--- config.mk ---
export PLATFORM = sky130hd
export DESIGN_NAME = radix4_seq_mult
export DESIGN_NICKNAME = d
export VERILOG_FILES = /design/src/rtl/radix4_seq_mult.sv
export SDC_FILE = /design/constraint.sdc
export NUM_CORES = 1
export LEC_CHECK = 0
export BUFFER_PORTS_ARGS = -buffer_cell sky130_fd_sc_hd__buf_2
export CAP_MARGIN = 20
export CORE_ASPECT_RATIO = 1.25
export CORE_UTILIZATION = 25
export DETAILED_ROUTE_END_ITERATION = 16
export PLACE_DENSITY = 0.54
export SLEW_MARGIN = 10
export SYNTH_ARGS = -nofsm -noshare
export SYNTH_HDL_FRONTEND = slang
export SYNTH_SLANG_ARGS = --single-unit
--- constraint.sdc ---
create_clock -name clk_i -period 5.6 [get_ports clk_i]
set_input_delay 1.12 -clock clk_i [delete_from_list [all_inputs] [get_ports clk_i]]
set_output_delay 1.12 -clock clk_i [all_outputs]
set_load 0.05 [all_outputs]
--- src/rtl/radix4_seq_mult.sv ---
// rtl/radix4_seq_mult.sv - sequential unsigned radix-4 multiplier over precomputed multiples
//
// Retires one 2-bit digit of B per cycle by adding 0/A/2A/3A, shifted to weight 4^k,
// into an accumulator. The product is then presented over a valid/ready handshake.
//
// Optional macro ZERO_SKIP_EN: when it is defined, RUN ends early once every digit
// above the current one is zero. The product is the same in both builds.
//
// Ports:
//   clk_i        clock, rising edge
//   rst_i        synchronous active-high reset
//   in_valid_i   operands valid
//   in_ready_o   block can accept operands (IDLE)
//   mult_a_i     +A  (SIZE bits, A itself is SIZE-2 bits)
//   mult_2a_i    +2A
//   mult_3a_i    +3A
//   b_i          multiplier operand, unsigned, B_WIDTH bits
//   out_valid_o  product valid (DONE)
//   out_ready_i  consumer accepts product
//   product_o    accumulator, P_WIDTH = SIZE-2+B_WIDTH bits
//   busy_o       high in RUN or DONE
module radix4_seq_mult #(
  parameter int SIZE    = 18,
  parameter int B_WIDTH = 16,
  localparam int P_WIDTH = SIZE - 2 + B_WIDTH
) (
  input  logic               clk_i,
  input  logic               rst_i,
  input  logic               in_valid_i,
  output logic               in_ready_o,
  input  logic [SIZE-1:0]    mult_a_i,
  input  logic [SIZE-1:0]    mult_2a_i,
  input  logic [SIZE-1:0]    mult_3a_i,
  input  logic [B_WIDTH-1:0] b_i,
  output logic               out_valid_o,
  input  logic               out_ready_i,
  output logic [P_WIDTH-1:0] product_o,
  output logic               busy_o
);

  localparam int N     = B_WIDTH / 2;
  localparam int CNT_W = (N > 1) ? $clog2(N) : 1;

  typedef enum logic [1:0] {
    ST_IDLE = 2'd0,
    ST_RUN  = 2'd1,
    ST_DONE = 2'd2
  } state_t;

  state_t             state_q, state_d;
  logic [P_WIDTH-1:0] acc_q, acc_d;
  logic [CNT_W-1:0]   cnt_q, cnt_d;
  logic [SIZE-1:0]    a_q, a_d;
  logic [SIZE-1:0]    a2_q, a2_d;
  logic [SIZE-1:0]    a3_q, a3_d;
  logic [B_WIDTH-1:0] b_q, b_d;

  // Bit offset of the current digit: 2*cnt.
  logic [CNT_W:0]     shift_amt;
  logic [1:0]         digit;
  logic [SIZE-1:0]    sel;
  logic               last_digit;

  assign shift_amt = {cnt_q, 1'b0};
  assign digit     = 2'(b_q >> shift_amt);

  always_comb begin
    sel = '0;
    case (digit)
      2'd1:    sel = a_q;
      2'd2:    sel = a2_q;
      2'd3:    sel = a3_q;
      default: sel = '0;
    endcase
  end

`ifdef ZERO_SKIP_EN
  // Offset of the digit just above the current one. One extra bit is needed
  // because this offset reaches B_WIDTH on the final digit.
  logic [CNT_W+1:0] next_shift;
  assign next_shift = {1'b0, shift_amt} + (CNT_W + 2)'(2);
  assign last_digit = (cnt_q == CNT_W'(N - 1)) || ((b_q >> next_shift) == '0);
`else
  assign last_digit = (cnt_q == CNT_W'(N - 1));
`endif

  always_comb begin
    state_d     = state_q;
    acc_d       = acc_q;
    cnt_d       = cnt_q;
    a_d         = a_q;
    a2_d        = a2_q;
    a3_d        = a3_q;
    b_d         = b_q;
    in_ready_o  = 1'b0;
    out_valid_o = 1'b0;
    busy_o      = 1'b0;
    case (state_q)
      ST_IDLE: begin
        in_ready_o = 1'b1;
        if (in_valid_i) begin
          a_d     = mult_a_i;
          a2_d    = mult_2a_i;
          a3_d    = mult_3a_i;
          b_d     = b_i;
          acc_d   = '0;
          cnt_d   = '0;
          state_d = ST_RUN;
        end
      end
      ST_RUN: begin
        busy_o = 1'b1;
        acc_d  = acc_q + (P_WIDTH'(sel) << shift_amt);
        cnt_d  = cnt_q + 1'b1;
        if (last_digit) begin
          state_d = ST_DONE;
        end
      end
      ST_DONE: begin
        busy_o      = 1'b1;
        out_valid_o = 1'b1;
        if (out_ready_i) begin
          state_d = ST_IDLE;
        end
      end
      default: state_d = ST_IDLE;
    endcase
  end

  always_ff @(posedge clk_i) begin
    if (rst_i) begin
      state_q <= ST_IDLE;
      acc_q   <= '0;
      cnt_q   <= '0;
      a_q     <= '0;
      a2_q    <= '0;
      a3_q    <= '0;
      b_q     <= '0;
    end else begin
      state_q <= state_d;
      acc_q   <= acc_d;
      cnt_q   <= cnt_d;
      a_q     <= a_d;
      a2_q    <= a2_d;
      a3_q    <= a3_d;
      b_q     <= b_d;
    end
  end

  assign product_o = acc_q;

endmodule

==> impl_metrics.py <==
metrics = {
    "global_route": {
        "grt_pass1_vias": 5647,
        "overflow": 0,
        "grt_pass1_wl_mm": 30.0,
        "antenna_found_initial": 0,
        "grtUsageTotal_pct": 14.1,
        "grt_max_degree": 71,
    },
    "timing": {
        "skew_ps": 8.00,
        "slew_headroom_pct": 40.1,
        "hold_violations": 0,
        "period_minus_slack_ps": 5230,
        "fmax_mhz": 191,
        "fin_ws_ps": 367,
        "timing.final.crit_share_pct": 93.4,
        "drv_slew": 0,
        "grt_setup_unrepaired": "no",
        "worstMarginPinSlew_ps": 895,
        "finalSetupTns_ps": 0,
        "setup_violations": 0,
    },
    "synth": {
        "yosys_warnings": 0,
        "synth_cell_types": 51,
        "synth_fp_nets": 946,
        "ys_seq_area_share_pct": 32.9,
        "synth_flop_cell": "dfxtp_1",
        "synth-seq-cells": 107,
        "async_flop_share_pct": 0,
        "syn_inst": 831,
        "synth_area_sq_um": 6520,
        "synth_edf_count": 0,
        "syn-mean-instance-area_sq_um": 7.84,
    },
    "floorplan": {
        "coreArea_sq_um": 25500,
        "dieArea_sq_um": 26700,
        "ios": 109,
        "start_util_pct": 25.6,
        "die_h_um": 183,
        "std_cell_rows": 65,
        "die_w_um": 146,
    },
    "detailed_routing": {
        "ant_nets": 0,
        "wl_per_cell_um": 14.7,
        "drc": 0,
        "dr_total_vias": 5867,
        "first_iter_violations": 362,
        "drt-vias-per-instance": 4.68,
        "drt_first_pass_iters": 4,
        "routed_wl_mm": 18.4,
    },
    "final_layout": {
        "layout_common_cells": "nand2_1, a21oi_1, buf_2",
        "n_antenna_cell": 0,
        "drive_above_1_share_pct": 16.8,
        "fill_cells": 2761,
        "layout_commonest_cell": "nand2_1",
        "final_nets": 1028,
        "area_growth_pct": 18.1,
    },
    "worst_setup_path": {
        "crit_fanout": 19,
        "cp.arrival_ps": 5490,
        "worst-setup-path-type": "reg -> reg",
        "cp-start-kind": "flop",
        "worst-endpoint-required_ps": 5860,
        "end_kind": "flop",
    },
    "clock_tree": {
        "cts_post_setup_buffers_inserted": 0,
        "tritoncts": "done",
        "htreeDepth": 3,
        "clkLatencyLatePin_ps": 360,
        "clockBufferDepth": 2,
        "cts_buffers": 9,
        "root_buffer": "clkbuf_16",
        "cts_hold_buf": 0,
        "clock-sinks": 107,
        "path_clk_slew_ps": 80,
    },
    "run": {
        "cap_violations": 0,
    },
    "power_and_ir_drop": {
        "power_density_nw_per_um2": 305,
        "leakage_nw": 3.41,
        "vdd_drop_max_uv": 146,
    },
    "placed_design": {
        "hpwlAfterDp_mm": 14.3,
        "io_buffer_count": 108,
        "preCtsSetupSlack_ps": 306,
        "place.gp.congestion": 0.855,
    },
    "worst_hold_path": {
        "hp-class": "reg -> reg",
    },
    "status": {
        "run_status": "completed",
    },
}
metrics by stage:
| step | std cells | utilization, % | area (sq um) | power (mW) | hold WS (ps) |
|---|---|---|---|---|---|
| after CTS | 1253 | 30.2 | 7690 | 2.38 | 457 |
| after global placement | 1237 | 29.0 | 7390 | 1.71 | 443 |
| after floorplan | 831 | - | 6520 | 1.50 | 433 |
| after global routing | 1253 | 30.2 | 7700 | 2.50 | 476 |
| after detailed placement | 1237 | 29.0 | 7390 | 1.72 | 447 |
| final | 1253 | 30.2 | 7700 | 2.35 | 456 |
state kept, by name (all words and copies together) (netlist names):
name and flops:
a_q 18, product_o 32, state_q 2, b_q 16
a3_q 18, cnt_q 3, a2_q 18
worst max-delay path, cell delays in order (launching register included):
cell      delay (ps)
dfxtp_1          480
mux4_2           550
mux2i_2          180
buf_6            260
nor2b_1           90
buf_4            180
nand2_1           70
o21ai_0          130
mux2i_1          260
mux2i_1          130
mux2_1           350
ha_1             330
a21oi_1          150
o21ai_0          130
a221o_1          390
o211ai_1         270
a21oi_1          160
o211ai_1         280
a21oi_1          140
or3_1            350
a32o_1           240
final timing paths:
check	from	endpoint	slack, ps	cells after the start
hold / removal	a2_q[17]$_SDFFE_PP0P_	a2_q[17]$_SDFFE_PP0P_	460	2
hold reg to reg	a2_q[17]$_SDFFE_PP0P_	a2_q[17]$_SDFFE_PP0P_	460	2
setup reg to reg	cnt_q[0]$_SDFFE_PP0P_	product_o[30]$_SDFFE_PP0P_	370	20
setup / recovery	cnt_q[0]$_SDFFE_PP0P_	product_o[30]$_SDFFE_PP0P_	370	20
per-layer routing:
metal | vias up | routed length, um | global-route usage (%)
li1 | 3068 | - | -
met1 | 2672 | 8810 | 18.8
met2 | 109 | 8770 | 23.5
met3 | 18 | 522 | 2.00
met4 | 0 | 304 | 3.79
met5 | - | 0 | 0
Yosys cell counts (2+ instances only):
| cell type | n | area share (%) |
|---|---|---|
| ha_1 | 40 | 7.7 |
| nand3_1 | 3 | 0.23 |
| mux4_2 | 4 | 1.4 |
| xor2_1 | 10 | 1.3 |
| mux2i_1 | 56 | 8.6 |
| xnor2_1 | 14 | 1.9 |
| and2_1 | 8 | 0.77 |
| mux2_2 | 9 | 1.6 |
| a22oi_1 | 18 | 2.1 |
| nor3_1 | 6 | 0.46 |
| a21boi_0 | 2 | 0.23 |
| nor4_1 | 2 | 0.19 |
| buf_1 | 3 | 0.17 |
| nand2_1 | 195 | 11 |
| or3_1 | 6 | 0.58 |
| a21oi_1 | 108 | 8.3 |
| inv_1 | 13 | 0.75 |
| nand4_1 | 5 | 0.48 |
| and3_1 | 4 | 0.38 |
| clkbuf_1 | 43 | 2.5 |
| nor2b_1 | 12 | 1.2 |
| o21a_1 | 3 | 0.35 |
| o21ai_0 | 43 | 3.3 |
| nor2_1 | 45 | 2.6 |
| buf_2 | 4 | 0.31 |
| a32o_1 | 4 | 0.61 |
| a21o_1 | 19 | 2.2 |
| o21bai_1 | 4 | 0.46 |
| a211oi_1 | 3 | 0.35 |
| a211o_1 | 2 | 0.27 |
| mux2_1 | 4 | 0.69 |
| o211ai_1 | 6 | 0.69 |
| nand2b_1 | 8 | 0.77 |
| dfxtp_1 | 107 | 33 |
| a31oi_1 | 2 | 0.19 |
report_power, final:
part / internal [mW] / switching, mW
clock: 0.353 / 0.310
sequential: 0.858 / 0.0624
combinational: 0.259 / 0.506
logic make-up after synthesis:
logic type | share of synthesized area, %
flip-flops | 32.9
adder cells (fa/ha/maj) | 7.98
multiplexers | 12.2
XOR/XNOR | 3.22
AND/OR/NAND/NOR | 19.4
buffers and inverters | 3.82
AO/OA/AOI/OAI | 20.5
final cells by class:
cell class,count,area [sq um],area share (%)
flip-flops and latches,107,2140,27.8
multi-input cells,660,4140,53.7
clock buffers,10,229,2.98
well taps,335,419,5.45
clock inverters,6,72.6,0.943
repair buffers,122,649,8.44
inverters,13,48.8,0.634
what timing repair did:
item,in CTS,in global routing
endpoints found under the setup margin,0,2
endpoints found under the hold margin,0,0
resized for setup,0,1
No activity file was read; power rests on OpenSTA's default activity.
